**src/rtl/seg7_mux_driver.sv**
```systemverilog
// Two-digit multiplexed 7-segment driver. It latches a packed BCD byte on a load strobe
// and alternates the ones and tens digits on a shared active-low segment bus.
module seg7_mux_driver #(
    parameter int unsigned REFRESH_DIV = 50000,
    parameter bit          BLANK_LZ    = 1'b1
) (
    input  logic       clk,
    input  logic       rst,
    input  logic [7:0] bcd_i,
    input  logic       load_i,
    output logic [6:0] seg_o,
    output logic [1:0] an_o
);

    localparam int unsigned DIV_W = (REFRESH_DIV > 1) ? $clog2(REFRESH_DIV) : 1;
    localparam logic [DIV_W-1:0] DIV_LAST = DIV_W'(REFRESH_DIV - 1);

    typedef enum logic {
        SEL_ONES = 1'b0,
        SEL_TENS = 1'b1
    } sel_t;

    logic [7:0]       r_data;
    logic [DIV_W-1:0] r_div;
    sel_t             r_sel;

    logic [3:0] w_digit;
    logic [6:0] w_glyph;
    logic       w_blank;
    logic [6:0] w_seg;
    logic [1:0] w_an;

    always_ff @(posedge clk or posedge rst) begin
        if (rst) begin
            r_div <= '0;
            r_sel <= SEL_ONES;
        end else if (r_div == DIV_LAST) begin
            r_div <= '0;
            r_sel <= (r_sel == SEL_ONES) ? SEL_TENS : SEL_ONES;
        end else begin
            r_div <= r_div + DIV_W'(1);
        end
    end

    always_ff @(posedge clk or posedge rst) begin
        if (rst) begin
            r_data <= '0;
        end else if (load_i) begin
            r_data <= bcd_i;
        end
    end

    always_comb begin
        w_digit = (r_sel == SEL_TENS) ? r_data[7:4] : r_data[3:0];
        case (w_digit)
            4'd0:    w_glyph = 7'h40;
            4'd1:    w_glyph = 7'h79;
            4'd2:    w_glyph = 7'h24;
            4'd3:    w_glyph = 7'h30;
            4'd4:    w_glyph = 7'h19;
            4'd5:    w_glyph = 7'h12;
            4'd6:    w_glyph = 7'h02;
            4'd7:    w_glyph = 7'h78;
            4'd8:    w_glyph = 7'h00;
            4'd9:    w_glyph = 7'h10;
            default: w_glyph = 7'h3F;
        endcase
    end

    // Only the tens digit may be blanked; the ones digit always shows.
    always_comb begin
        w_blank = BLANK_LZ && (r_sel == SEL_TENS) && (r_data[7:4] == 4'd0);
        w_seg   = w_glyph;
        w_an    = (r_sel == SEL_TENS) ? 2'b01 : 2'b10;
        if (w_blank) begin
            w_seg = '1;
            w_an  = '1;
        end
    end

    always_ff @(posedge clk or posedge rst) begin
        if (rst) begin
            seg_o <= '1;
            an_o  <= '1;
        end else begin
            seg_o <= w_seg;
            an_o  <= w_an;
        end
    end

endmodule

```
**config.mk**
```make
export PLATFORM = sky130hd
export DESIGN_NAME = seg7_mux_driver
export DESIGN_NICKNAME = d
export VERILOG_FILES = /design/src/rtl/seg7_mux_driver.sv
export SDC_FILE = /design/constraint.sdc
export NUM_CORES = 1
export LEC_CHECK = 0
export ABC_AREA = 1
export CAP_MARGIN = 5
export CORE_MARGIN = 1
export CORE_UTILIZATION = 50
export CTS_BUF_LIST = sky130_fd_sc_hd__clkbuf_4
export CTS_CLUSTER_DIAMETER = 30
export DETAILED_ROUTE_END_ITERATION = 8
export PLACE_DENSITY = 0.7
export REMOVE_ABC_BUFFERS = 1
export SYNTH_ARGS = -nofsm -noshare
export SYNTH_HDL_FRONTEND = slang
export SYNTH_SLANG_ARGS = --single-unit
```
**constraint.sdc**
```tcl
create_clock -name clk -period 3.7 [get_ports clk]
set_input_delay 0.74 -clock clk [delete_from_list [all_inputs] [get_ports clk]]
set_output_delay 0.74 -clock clk [all_outputs]
set_load 0.01 [all_outputs]
```
==> out/metrics.cfg, run 1 <==
[route]
drc_errors=0
wl_um=3010
wl_per_cell_um=10.6
drtPass1Iterations=4
first_iter_violations=28
via_per_inst=4.76
ant_nets=0
vias=1348

[finish]
n_antenna_cell=0
fillers=316
fin_cells=283
ff_latch_area_um2=862
post-route-util=0.617
drive_above_1_share=0.156
multi_input_area_um2=795
final_area_um2=2090
fin_nets=254
areaGrowthSynthToFinish_pct=16.5

[global_routing]
antenna_found_initial=0
grt_pass1_wl_um=5290
grt_max_degree=28
grt_use_total=0.197
overflow=0
grt_pass1_vias=1176

[job]
drv.max_cap_violation_count=0

[logic_synthesis]
synth_edf_count=0
synth-main-ff-cell=dfrtp_1
async_flop_share=1.00
synthCells=212
synth.avg_cell_area_um2=8.47
yosysUniqueCellTypes=30
synth_warnings=0
syn_area_um2=1800
ys_ff_latch=34
yosysSeqAreaShare=0.480

[timing]
min_period_ns=2.14
finalSetupTns_ns=0
rsz0062_at_grt=no
hold_slack_ns=0.502
finalClockSkew_ns=0.0202
maxSlewHeadroom=0.327
tightest_slew_ns=1.01
slew_viol_final=0
fmax_mhz=468
setup_viol=0
period_share=0.577
hold_violations=0
fin_ws_ns=1.56

[cts]
post-cts-setup-buffer-count=0
cts.sinks=34
h-tree-depth=2
clkLatencyLatePin_ns=0.34
postCtsResizedCells=0
numCtsBuffers=5
clockBufferDepth=2
path_clk_slew_ns=0.11
clockRootBuffer=clkbuf_4
cts_hold_buf=0
cts_tree=built

[floorplanning]
ios=20
rows=21
dieWidth_um=61.9
core_um2=3390
initial_core_util=0.530
dieArea_um2=3830
die_h_um=61.9

[setup_path]
crit_arrival_ns=1.40
critPathMaxFanout=1
slowest_delay_ns=0.53
crit_buf_inv=1
path_cells=clkdlybuf4s50_1
worstSetupPathType=reg2out
crit_slowest_cell=dfstp_2
endpoint_kind=output pin
critPathRequiredTime_ns=2.96
crit_family=flip-flops
cp-start-kind=flop

[placement]
placed_area_um2=2030
place_hpwl_um=2260
gp_congestion=0.810
pre_cts_ws_ns=1.57
portBuffers=19
numPlacedInstances=275

[min_path]
hp-class=reg2reg

[pwr]
ir_worst_vdd_uv=256
power.total_mw=0.725
power_leakage_nw=1.03
power.density_nw_per_um2=347

[status]
outcome=complete, no violations

## worst reg2reg max path, delay by kind of cell, from the launching register on
family | cells | cell delay, ns
flops | 1 | 0.70
fa+ha+maj | 1 | 0.19
compound gates | 1 | 0.22
simple gates | 4 | 0.55
buf+inv | 1 | 0.14
## synth_stat cells (2+ instances only)
cell type / number / area [µm²]
nand2_1: 52 / 195
nand3_1: 11 / 55.1
o21ai_2: 3 / 26.3
o21ai_1: 3 / 15.0
nor2_4: 4 / 45.0
xor2_1: 6 / 52.6
dfrtp_1: 25 / 626
nor2_1: 27 / 101
o21ai_0: 6 / 30.0
nor3_1: 2 / 10.0
a21oi_1: 2 / 10.0
ha_1: 7 / 87.6
inv_1: 31 / 116
mux2_2: 2 / 22.5
clkbuf_1: 2 / 7.51
dfstp_2: 9 / 236
nand4_1: 5 / 31.3
nand2_2: 3 / 18.8
## metal layers
metal / part of all wire / vias up / global-route usage
li1: - / 707 / -
met1: 0.51 / 608 / 0.270
met2: 0.42 / 27 / 0.283
met3: 0.043 / 6 / 0.0683
met4: 0.024 / 0 / 0.0857
met5: 0 / - / 0
## cell families (layout without fill, tap and decap cells)
kind of cell / after synthesis / count (layout) / share of synthesized area
multiplexers: 2 / 2 / 0.0125
adder cells (fa/ha/maj): 7 / 7 / 0.0488
AO/OA/AOI/OAI: 16 / 16 / 0.0585
XOR/XNOR: 6 / 6 / 0.0293
flip-flops: 34 / 34 / 0.480
AND/OR/NAND/NOR: 112 / 112 / 0.293
buffers and inverters: 35 / 60 / 0.0774
## final timing paths
| path | startpoint | end | slack [ns] | cells past startpoint |
|---|---|---|---|---|
| min reg2reg | r_div[0] | r_div[0] | 0.50 | 1 |
| min in group asynchronous | rst | r_div[1] | 0.93 | 2 |
| max | an_o[0] | an_o[0] | 1.56 | 1 |
| max reg2reg | r_sel | seg_o[0] | 1.82 | 7 |
| max in group asynchronous | rst | seg_o[0] | 1.99 | 3 |
| min | r_div[0] | r_div[0] | 0.50 | 1 |
## sequential cells by signal, indices dropped and copies added (netlist names)
name and cells:
r_div 16, r_sel 1, r_data 8, seg_o 7, an_o 2
## cells in the final DEF (no fill, tap or decap), types with 4 or more instances in the layout
master and count:
clkbuf_4 8, clkdlybuf4s50_1 19, dfrtp_1 25, dfstp_2 9, ha_1 7, inv_1 31, nand2_1 52, nand3_1 11
nand4_1 5, nor2_1 27, nor2_4 4, o21ai_0 6, xor2_1 6
## power breakdown
part | total (mW) | internal [mW] | switching (mW)
sequential | 0.406 | 0.400 | 0.00657
combinational | 0.103 | 0.0513 | 0.0521
clock | 0.215 | 0.0976 | 0.118
total | 0.725 | 0.549 | 0.177
## cell type report
type,instances,area share
clock buffers,8,0.0287
multi-input cells,143,0.380
inverters,32,0.0574
flip-flops and latches,34,0.412
repair buffers,20,0.0945
well taps,46,0.0275
Note: power is estimated with default switching activity, not from simulation.
==> inputs of run 2 (changes only) <==
--- a/config.mk
+++ b/config.mk
@@ -12,7 +12,7 @@
 export CTS_BUF_LIST = sky130_fd_sc_hd__clkbuf_4
 export CTS_CLUSTER_DIAMETER = 30
 export DETAILED_ROUTE_END_ITERATION = 8
-export PLACE_DENSITY = 0.7
+export PLACE_DENSITY = 0.73
 export REMOVE_ABC_BUFFERS = 1
 export SYNTH_ARGS = -nofsm -noshare
 export SYNTH_HDL_FRONTEND = slang
==> constraint.sdc (replaced) <==
create_clock -name clk -period 1.9 [get_ports clk]
set_input_delay 0.38 -clock clk [delete_from_list [all_inputs] [get_ports clk]]
set_output_delay 0.38 -clock clk [all_outputs]
set_load 0.01 [all_outputs]
==> out/metrics.cfg, run 2 (synthesis results as in run 1) <==
[route]
wl_per_cell_um=10.9
drc_errors=0
wl_um=3110
vias=1365
first_iter_violations=36
via_per_inst=4.79
ant_nets=0
drtPass1Iterations=4

[placement]
gp_congestion=0.848
portBuffers=19
place_hpwl_um=2350

[finish]
layout_common_cells=nand2_1, inv_1, nor2_1
top_register=r_div
fin_nets=256
drive_above_1_share=0.163
reg.largest.list=r_div (16), r_data (8), seg_o (7)
n_antenna_cell=0
final_common_cell=nand2_1
fillers=300
areaGrowthSynthToFinish_pct=17.4
largest_register_ff_count=16

[pwr]
p_sw_frac=0.247
power.density_nw_per_um2=675
seq_power_share=0.557
power_leakage_nw=1.04
p_int_mw=1.07
ir_worst_vdd_uv=465
switching_power_mw=0.351
clock_power_share=0.297
power_frac_comb=0.145

[setup_path]
crit_arrival_ns=1.40
critPathMaxFanout=1
cp-start-kind=flop
slowest_delay_ns=0.54
crit_slowest_cell=dfstp_2
endpoint_kind=output pin
crit_family=flip-flops
path_cells=clkdlybuf4s50_1
worstSetupPathType=reg2out
critPathRequiredTime_ns=1.52
crit_buf_inv=1

[floorplanning]
ios=20
rows=21
core_um2=3390
dieWidth_um=61.9
initial_core_util=0.530
dieArea_um2=3830
die_h_um=61.9

[job]
drv.max_cap_violation_count=0

[cts]
postCtsResizedCells=0
clockRootBuffer=clkbuf_4
clkLatencyLatePin_ns=0.34
clockBufferDepth=2
cts_hold_buf=0
path_clk_slew_ns=0.10
h-tree-depth=2
post-cts-setup-buffer-count=0
cts.sinks=34
numCtsBuffers=5
cts_tree=built

[timing]
min_period_ns=1.78
finalSetupTns_ns=0
setup_viol=0
hold_slack_ns=0.426
hold_violations=0
period_share=0.936
maxSlewHeadroom=0.726
finalClockSkew_ns=0.00794
fmax_mhz=562
tightest_slew_ns=0.411
rsz0062_at_grt=no
slew_viol_final=0

[global_routing]
grt_max_degree=35
antenna_found_initial=0
overflow=0
grt_use_total=0.207
grt_pass1_vias=1287
grt_pass1_wl_um=5550

[min_path]
hp-class=in2async

[status]
outcome=complete, no violations

==> run 2: changes by cell type in the layout (fill, tap and decap cells not counted), sizes merged <==
cell  change
buf       +2
==> run 2: cell type report <==
class                   instances  area, µm²  area share
multi-input cells             143        795       0.377
well taps                      46       57.6      0.0273
flip-flops and latches         34        862       0.409
clock buffers                   8       60.1      0.0285
inverters                      32        120      0.0570
repair buffers                 22        213       0.101
==> run 2: path summary, 6_finish.rpt <==
check	from	to	slack [ns]	cells after the start
max reg2reg	r_sel	seg_o[0]	0.19	7
min in group clk	r_div[0]	r_div[0]	0.52	1
min	rst	r_div[0]	0.43	3
max in group asynchronous	rst	seg_o[6]	1.15	3
min reg2reg	r_div[0]	r_div[0]	0.52	1
max	an_o[0]	an_o[0]	0.12	1
==> run 2: power groups by stage <==
stage	clock network, mW	registers, mW	logic (mW)
6_report	0.422	0.793	0.207
5_1_grt	0.472	0.800	0.237
3_5_place_dp	0	0.807	0.209
2_1_floorplan	0	0.819	0.100
4_1_cts	0.430	0.793	0.210
3_3_place_gp	0	0.806	0.205
==> run 2: per-stage QoR <==
stage	power [mW]	util	setup slack [ns]	instance area (µm²)	instances
finish	1.42	0.622	0.122	2110	285
global route	1.51	0.622	0.0594	2110	285
CTS	1.43	0.622	0.114	2110	285
detailed placement	1.02	0.604	0.196	2050	277
global placement	1.01	0.604	0.268	2050	277
floorplan	0.919	-	0.235	1780	209
==> run 2: routing by layer <==
layer	global-route usage	share of wire	wire (µm)	vias up
met4	0.0984	0.029	89	0
li1	-	-	-	712
met2	0.306	0.44	1360	31
met1	0.273	0.49	1510	613
met5	0	0	0	-
met3	0.0725	0.046	142	9
==> run 2: worst register-to-register path, cell delays in order (launching register included) <==
cell,delay (ns)
dfrtp_1,0.56
nand2_1,0.11
o21ai_1,0.22
inv_1,0.14
ha_1,0.19
or2_2,0.30
nand3_1,0.08
nand2_1,0.05
==> inputs of run 3 (changes only) <==
--- a/config.mk
+++ b/config.mk
@@ -7,7 +7,7 @@
 export LEC_CHECK = 0
 export ABC_AREA = 1
 export CAP_MARGIN = 5
-export CORE_MARGIN = 1
+export CORE_MARGIN = 1.5
 export CORE_UTILIZATION = 50
 export CTS_BUF_LIST = sky130_fd_sc_hd__clkbuf_4
 export CTS_CLUSTER_DIAMETER = 30
==> out/metrics.cfg, run 3 (synthesis results as in run 1) <==
[route]
wl_um=3320
first_iter_violations=51
drtPass1Iterations=4
vias=1376
ant_nets=0
wl_per_cell_um=11.6
drc_errors=0
via_per_inst=4.83

[finish]
ff_latch_area_um2=863
top_register=r_div
n_antenna_cell=0
fin_nets=256
drive_above_1_share=0.163
areaGrowthSynthToFinish_pct=17.1
final_common_cell=nand2_1
fillers=280
reg.largest.list=r_div (16), r_data (8), seg_o (7)
multi_input_area_um2=795
largest_register_ff_count=16
layout_common_cells=nand2_1, inv_1, nor2_1
final_area_um2=2100

[status]
outcome=complete, no violations

[pwr]
clock_power_share=0.282
p_int_mw=1.03
p_sw_frac=0.259
ir_worst_vdd_uv=395
power_frac_comb=0.150
power.density_nw_per_um2=664
seq_power_share=0.568
switching_power_mw=0.362
power_leakage_nw=1.04

[timing]
finalSetupTns_ns=0
fmax_mhz=560
fin_ws_ns=0.113
rsz0062_at_grt=no
slew_viol_final=0
finalClockSkew_ns=0.00932
hold_violations=0
period_share=0.940
tightest_slew_ns=0.412
min_period_ns=1.79
maxSlewHeadroom=0.725
setup_viol=0

[global_routing]
grt_use_total=0.194
overflow=0
grt_pass1_wl_um=5950
grt_pass1_vias=1367
antenna_found_initial=0
grt_max_degree=35

[min_path]
hp-class=in2async

[floorplanning]
ios=20
rows=21
initial_core_util=0.530
dieWidth_um=62.9
die_h_um=62.9
core_um2=3390
dieArea_um2=3960

[cts]
cts_tree=built
post-cts-setup-buffer-count=0
numCtsBuffers=5
path_clk_slew_ns=0.10
clockRootBuffer=clkbuf_4
clkLatencyLatePin_ns=0.34
clockBufferDepth=2
cts.sinks=34
h-tree-depth=2

[setup_path]
worstSetupPathType=reg2out
cp-start-kind=flop
critPathMaxFanout=1
path_cells=clkdlybuf4s50_1
r2r_start=r_sel
crit_buf_inv=1
worstReg2RegEnd=seg_o[0]
r2r_slack_ns=0.19
endpoint_kind=output pin
crit_slowest_cell=dfstp_2
rr_worst_depth=6
slowest_delay_ns=0.53
crit_arrival_ns=1.41
crit_family=flip-flops
critPathRequiredTime_ns=1.52

[job]
drv.max_cap_violation_count=0

[placement]
portBuffers=19
place_hpwl_um=2470
gp_congestion=0.814
pre_cts_ws_ns=0.168
placed_area_um2=2050

## run 3: changes by cell type in the layout (fill, tap and decap cells not counted)
cell and delta:
clkinv_2 +1, clkbuf_4 -2, clkinv_1 +1, dfrtp_2 +1, dfrtp_1 -1
## run 3: how the worst max path moves through the flow
| stage | from | end | slack, ns | cells after the start |
|---|---|---|---|---|
| 6_report | an_o[0] | an_o[0] | 0.11 | 1 |
| 5_1_grt | r_sel | seg_o[3] | 0.06 | 6 |
| 4_1_cts | an_o[0] | an_o[0] | 0.09 | 1 |
| 3_5_place_dp | r_sel | seg_o[0] | 0.17 | 6 |
| 3_3_place_gp | r_sel | seg_o[0] | 0.26 | 6 |
| 2_1_floorplan | r_sel | seg_o[0] | 0.23 | 7 |
## run 3: layout make-up
type / instances / share of cell area
Timing Repair Buffer: 22 / 0.101
Tap cell: 46 / 0.0274
Multi-Input combinational cell: 143 / 0.378
Clock buffer: 6 / 0.0214
Sequential cell: 34 / 0.411
Inverter: 32 / 0.0571
Clock inverter: 2 / 0.00417
## run 3: per-stage QoR
step / instances / power, mW / hold slack (ns) / utilization
finish: 285 / 1.40 / 0.412 / 0.620
global route: 285 / 1.47 / 0.454 / 0.620
CTS: 285 / 1.41 / 0.418 / 0.620
detailed placement: 277 / 1.02 / 0.505 / 0.604
global placement: 277 / 1.01 / 0.494 / 0.604
floorplan: 209 / 0.919 / 0.467 / -
## run 3: power groups by stage
| stage | combinational (mW) | clock [mW] | sequential (mW) |
|---|---|---|---|
| 2_1_floorplan | 0.100 | 0 | 0.819 |
| 6_report | 0.209 | 0.394 | 0.793 |
| 5_1_grt | 0.232 | 0.439 | 0.798 |
| 3_5_place_dp | 0.210 | 0 | 0.808 |
| 4_1_cts | 0.211 | 0.408 | 0.794 |
| 3_3_place_gp | 0.207 | 0 | 0.805 |
## run 3: layer usage
metal / vias to the layer above / GRT usage / wire length (µm)
met1: 633 / 0.255 / 1560
met5: - / 0 / 0
li1: 712 / - / -
met4: 0 / 0.117 / 68
met2: 26 / 0.301 / 1580
met3: 5 / 0.0324 / 111
## run 3: timing repair
action | CTS | global route
setup endpoints to repair | 0 | 2
gates resized for setup | 0 | 1
hold buffers | 0 | 0
